==> src/rtl/alu_seq.sv <==
// alu_seq: registered ALU with valid/ready input and output handshakes.
// Single-cycle ops complete on the accept edge. MUL runs an iterative
// shift-add loop for WIDTH cycles. Results and flags are held in HOLD
// until the consumer takes them.
module alu_seq #(
  parameter int WIDTH = 8
) (
  input  logic             clk,
  input  logic             rst_n,
  input  logic             in_valid,
  output logic             in_ready,
  input  logic [3:0]       op,
  input  logic [WIDTH-1:0] a,
  input  logic [WIDTH-1:0] b,
  output logic             out_valid,
  input  logic             out_ready,
  output logic [WIDTH-1:0] result,
  output logic             carry,
  output logic             zero,
  output logic             overflow,
  output logic             negative
);

  localparam int SHW = $clog2(WIDTH);

  localparam logic [3:0] OP_AND  = 4'b0000;
  localparam logic [3:0] OP_OR   = 4'b0001;
  localparam logic [3:0] OP_ADD  = 4'b0010;
  localparam logic [3:0] OP_SLL  = 4'b0011;
  localparam logic [3:0] OP_XOR  = 4'b0100;
  localparam logic [3:0] OP_SRL  = 4'b0101;
  localparam logic [3:0] OP_SUB  = 4'b0110;
  localparam logic [3:0] OP_SRA  = 4'b0111;
  localparam logic [3:0] OP_SLT  = 4'b1000;
  localparam logic [3:0] OP_SLTU = 4'b1001;
  localparam logic [3:0] OP_MUL  = 4'b1010;

  typedef enum logic [1:0] {IDLE, MUL, HOLD} state_t;

  state_t                  state;
  logic [2*WIDTH-1:0]      mcand;
  logic [2*WIDTH-1:0]      product;
  logic [2*WIDTH-1:0]      prod_next;
  logic [WIDTH-1:0]        mplier;
  logic [SHW-1:0]          count;

  logic                    accept;
  logic signed [WIDTH-1:0] a_s;
  logic signed [WIDTH-1:0] b_s;
  logic signed [WIDTH-1:0] sra_s;
  logic [SHW-1:0]          amt;
  logic                    amt_big;
  logic [WIDTH:0]          sum_ext;
  logic [WIDTH:0]          diff_ext;
  logic [WIDTH-1:0]        alu_res;
  logic                    alu_carry;
  logic                    alu_ovf;

  assign a_s      = a;
  assign b_s      = b;
  assign amt      = b[SHW-1:0];
  // Only reachable when WIDTH is not a power of two.
  assign amt_big  = ({1'b0, amt} >= (SHW+1)'(WIDTH));
  assign sra_s    = a_s >>> amt;
  assign sum_ext  = {1'b0, a} + {1'b0, b};
  assign diff_ext = {1'b0, a} - {1'b0, b};

  // Handshake readiness: free in IDLE, busy in MUL, pass-through of out_ready in HOLD.
  always_comb begin
    in_ready = 1'b0;
    case (state)
      IDLE:    in_ready = 1'b1;
      MUL:     in_ready = 1'b0;
      HOLD:    in_ready = out_ready;
      default: in_ready = 1'b0;
    endcase
  end

  assign accept = in_valid & in_ready;

  // Single-cycle ALU result and flags for the op currently on the inputs.
  always_comb begin
    alu_res   = '0;
    alu_carry = 1'b0;
    alu_ovf   = 1'b0;
    case (op)
      OP_AND:  alu_res = a & b;
      OP_OR:   alu_res = a | b;
      OP_XOR:  alu_res = a ^ b;
      OP_ADD: begin
        alu_res   = sum_ext[WIDTH-1:0];
        alu_carry = sum_ext[WIDTH];
        alu_ovf   = (a[WIDTH-1] == b[WIDTH-1]) && (sum_ext[WIDTH-1] != a[WIDTH-1]);
      end
      OP_SUB: begin
        alu_res   = diff_ext[WIDTH-1:0];
        alu_carry = diff_ext[WIDTH];
        alu_ovf   = (a[WIDTH-1] != b[WIDTH-1]) && (diff_ext[WIDTH-1] != a[WIDTH-1]);
      end
      OP_SLL:  alu_res = amt_big ? '0 : (a << amt);
      OP_SRL:  alu_res = amt_big ? '0 : (a >> amt);
      OP_SRA:  alu_res = amt_big ? {WIDTH{a[WIDTH-1]}} : sra_s;
      OP_SLT:  alu_res = {{(WIDTH-1){1'b0}}, (a_s < b_s)};
      OP_SLTU: alu_res = {{(WIDTH-1){1'b0}}, (a < b)};
      default: alu_res = '0;
    endcase
  end

  // Next partial product of the shift-add multiplier.
  assign prod_next = product + (mplier[0] ? mcand : '0);

  // Control FSM with registered results, flags and multiplier datapath.
  always_ff @(posedge clk or negedge rst_n) begin
    if (!rst_n) begin
      state     <= IDLE;
      out_valid <= 1'b0;
      result    <= '0;
      carry     <= 1'b0;
      zero      <= 1'b0;
      overflow  <= 1'b0;
      negative  <= 1'b0;
      mcand     <= '0;
      mplier    <= '0;
      product   <= '0;
      count     <= '0;
    end else begin
      case (state)
        IDLE, HOLD: begin
          if (accept) begin
            if (op == OP_MUL) begin
              mcand     <= {{WIDTH{1'b0}}, a};
              mplier    <= b;
              product   <= '0;
              count     <= '0;
              out_valid <= 1'b0;
              state     <= MUL;
            end else begin
              result    <= alu_res;
              carry     <= alu_carry;
              overflow  <= alu_ovf;
              zero      <= (alu_res == '0);
              negative  <= alu_res[WIDTH-1];
              out_valid <= 1'b1;
              state     <= HOLD;
            end
          end else if ((state == HOLD) && out_ready) begin
            out_valid <= 1'b0;
            state     <= IDLE;
          end
        end
        MUL: begin
          product <= prod_next;
          mcand   <= mcand << 1;
          mplier  <= mplier >> 1;
          count   <= count + 1'b1;
          if (count == SHW'(WIDTH-1)) begin
            result    <= prod_next[WIDTH-1:0];
            carry     <= |prod_next[2*WIDTH-1:WIDTH];
            overflow  <= 1'b0;
            zero      <= (prod_next[WIDTH-1:0] == '0);
            negative  <= prod_next[WIDTH-1];
            out_valid <= 1'b1;
            state     <= HOLD;
          end
        end
        default: begin
          out_valid <= 1'b0;
          state     <= IDLE;
        end
      endcase
    end
  end

endmodule

==> config.mk <==
export PLATFORM = sky130hd
export DESIGN_NAME = alu_seq
export DESIGN_NICKNAME = d
export VERILOG_FILES = /design/src/rtl/alu_seq.sv
export SDC_FILE = /design/constraint.sdc
export NUM_CORES = 1
export LEC_CHECK = 0
export BUFFER_PORTS_ARGS = -buffer_cell sky130_fd_sc_hd__buf_4
export CAP_MARGIN = 20
export CORE_MARGIN = 1.5
export CORE_UTILIZATION = 48
export CTS_BUF_LIST = sky130_fd_sc_hd__clkbuf_8 sky130_fd_sc_hd__clkbuf_16
export DETAILED_ROUTE_END_ITERATION = 6
export GPL_ROUTABILITY_DRIVEN = 0
export GPL_TIMING_DRIVEN = 1
export PLACE_DENSITY_LB_ADDON = 0.25
export SYNTH_ARGS = -nofsm -noshare
export SYNTH_HDL_FRONTEND = slang
export SYNTH_SLANG_ARGS = --single-unit
export TNS_END_PERCENT = 100
==> constraint.sdc <==
create_clock -name clk -period 3.35 [get_ports clk]
set_input_delay 0.335 -clock clk [delete_from_list [all_inputs] [get_ports clk]]
set_output_delay 0.335 -clock clk [all_outputs]
set_load 0.05 [all_outputs]
==> flow_summary.toml <==
[run_status]
status = "finished, final reports clean"

[worst_setup_path]
crit_path_max_incr_delay_ns = 0.58
worst-path-max-fanout = 15
required_ns = 3.55
crit_buf_inv = 1
slowest_stage = "a2111oi_2"
path_delay_family = "compound AO/OA/AOI/OAI gates"
endpoint_kind = "register"
start_kind = "register"
path_cells = "buf_4, and2_1, ha_1, nor3_1, o2111ai_1, a2111oi_2, o31ai_1, a21oi_1, xor2_1, a31oi_1"
criticalPathCategory = "register to register"
worstPathArrival_ns = 3.12

[global_route]
gr-total-overflow = 0
first_global_vias = 4153
grt_usage_pct = 24.5
antenna_found_initial = 0
grt_max_degree = 58
grt_pass1_wl_mm = 21.7

[synthesis]
ys_seq_area_share_pct = 28.4
synthTopCellsByCount = "nor2_1 (59), dfrtp_1 (56), nand2_1 (46)"
synth_top_area_cell = "dfrtp_1"
ys_seq_elements = 56
syn_area_per_cell_um2 = 8.49
netlist_area_um2 = 4940
async_flop_share_pct = 100
synth.most_common_cell = "nor2_1"
yosys_warnings = 0
synth_cells = 582
netlist-cell-type-count = 67
synth_area_leaders = "dfrtp_1 (28%), ha_1 (11%), mux4_2 (4.6%), nor2_1 (4.5%), o21ai_0 (4.1%)"
yosysTopAreaCellShare_pct = 28.4
synth_edf_count = 0
synth_ff_type = "dfrtp_1"
synthesis.nets = 651

[clocking]
path_clk_slew_ns = 0.11
cts_made_buffers = 5
ctsHoldBuffers = 0
clock_sinks = 56
post_cts_resize_count = 0
clock_latency_ns = 0.32
root_buffer = "clkbuf_8"
postCtsSetupRepairBufs = 0
cts_tree = "yes"
cts_htree_levels = 2
clockBufferDepth = 2

[placed_design]
io_buffers = 37
dp_cells = 725
place_ws_ns = 0.410
post-dp-hpwl_mm = 9.65

[min_path]
hold_class = "input pin to asynchronous set/reset pin"

[route]
drtIter0Drc = 395
wl_mm = 13.1
vias = 4547
first_pass_iters = 5
via_per_inst = 6.20
drc = 0
wl_per_cell_um = 17.8
antenna_left = 0

[run]
drv_cap = 0

[sta]
setup_viol = 0
fin_crit_sh_pct = 86.9
relSlewSlack_pct = 47.4
tightest_slew_ns = 0.787
fin_tns_setup_ns = 0
drv_slew = 0
post-route-min-period_ns = 2.91
clock.fmax_ghz = 0.343
clock_skew_ns = 0.0160
grt_setup_unrepaired = "no"
hold_violations = 0
fin_ws_ns = 0.438

[power]
peakVddDrop_uv = 298
leakage_uw = 0.00247
powerDensity_nw_per_um2 = 630

[die]
rows = 36
pin_count = 38
die_h_um = 104
die_area_um2 = 10900
die_w_um = 104
core-area_um2 = 9860
initial_utilization_pct = 50.1

[cells_and_area]
area_delta_synth_final_pct = 9.24
drive_above_1_share_pct = 13.0
final_cells = 733
layout.nets = 668
fillCellCount = 891
insertedDiodeCount = 0
state kept, by name, indices dropped and copies added, names as in the netlist:
register and cells:
carry 1, count 3, mcand 16, mplier 8, out_valid 1, overflow 1, product 16, result 8
state 1, zero 1
worst reg2reg max path: cells and delay by family, from the launching register on:
family	cells	cell delay, ns
AOI/OAI and AO/OA	5	1.29
xor gates and xnor gates	1	0.23
adders and majority gates	1	0.23
buffers and inverters	1	0.18
DFF	1	0.39
and+or+nand+nor	2	0.47
final cells by class:
type | instances | area (µm²) | area share [%]
timing repair buffer | 45 | 338 | 6.26
clock buffer | 5 | 68.8 | 1.27
multi-input combinational | 463 | 3280 | 60.8
clock inverter | 3 | 38.8 | 0.718
tap | 133 | 166 | 3.08
sequential | 56 | 1400 | 26.0
inverter | 28 | 105 | 1.95
per-layer routing:
| metal | part of all wire, % | vias to the layer above | global-route usage, % | wire, µm |
|---|---|---|---|---|
| li1 | - | 2159 | - | - |
| met1 | 48 | 2146 | 37.7 | 6240 |
| met2 | 44 | 217 | 36.1 | 5690 |
| met3 | 7.4 | 25 | 2.94 | 965 |
| met4 | 1.3 | 0 | 5.85 | 175 |
| met5 | 0 | - | 0 | 0 |
cell families (layout without fill, tap and decap cells):
kind of cell	count (synthesis)	count (layout)	share of synthesized area (%)
buf+inv	63	81	5.37
xor+xnor	18	18	3.19
mux	19	19	6.48
fa+ha+maj	45	45	11.8
flops	56	56	28.4
compound gates	173	173	23.2
simple gates	208	208	21.6
path summary, 6_finish.rpt:
path | startpoint | end | slack (ns) | cells after the start
worst min-delay path | rst_n | result[4]$_DFFE_PN0P_ | 0.06 | 1
worst max-delay path | mplier[0]$_DFFE_PN0P_ | carry$_DFFE_PN0P_ | 0.44 | 10
worst max register to register | mplier[0]$_DFFE_PN0P_ | carry$_DFFE_PN0P_ | 0.44 | 10
min in group clk | out_ready | out_valid$_DFFE_PN0P_ | 0.31 | 3
max in group asynchronous | rst_n | mcand[6]$_DFFE_PN0P_ | 2.83 | 1
worst min register to register | result[5]$_DFFE_PN0P_ | result[5]$_DFFE_PN0P_ | 0.48 | 1
where the power goes:
| group | total, µW | internal [µW] | leakage, µW | switching (µW) |
|---|---|---|---|---|
| clock | 440 | 219 | 0.0000593 | 221 |
| combinational | 1850 | 725 | 0.00172 | 1120 |
| sequential | 1110 | 934 | 0.000692 | 181 |
| total | 3400 | 1880 | 0.00247 | 1520 |
cell usage in the layout (no fill, tap or decap), types with 7 or more instances in the layout:
| master | count |
|---|---|
| xnor2_1 | 11 |
| o211ai_1 | 8 |
| nand3_1 | 22 |
| xor2_1 | 7 |
| o22ai_1 | 16 |
| dfrtp_1 | 56 |
| a211oi_1 | 9 |
| mux4_2 | 10 |
| inv_1 | 28 |
| ha_1 | 42 |
| nor2_1 | 59 |
| and2_1 | 16 |
| nand2_1 | 46 |
| nor3_1 | 13 |
| a21oi_1 | 34 |
| o21ai_0 | 40 |
| buf_4 | 45 |
| a21o_1 | 13 |
stage by stage:
step | hold slack, ns | power (µW) | instance area, µm² | util [%]
after global placement | 0.422 | 2880 | 5290 | 53.6
final | 0.0598 | 3400 | 5400 | 54.7
after floorplan | 0.0394 | 2470 | 4940 | -
after global routing | 0.114 | 3680 | 5400 | 54.7
after CTS | 0.0881 | 3390 | 5400 | 54.7
after detailed placement | 0.433 | 2950 | 5290 | 53.6
Power figures use the tool's default switching activity.
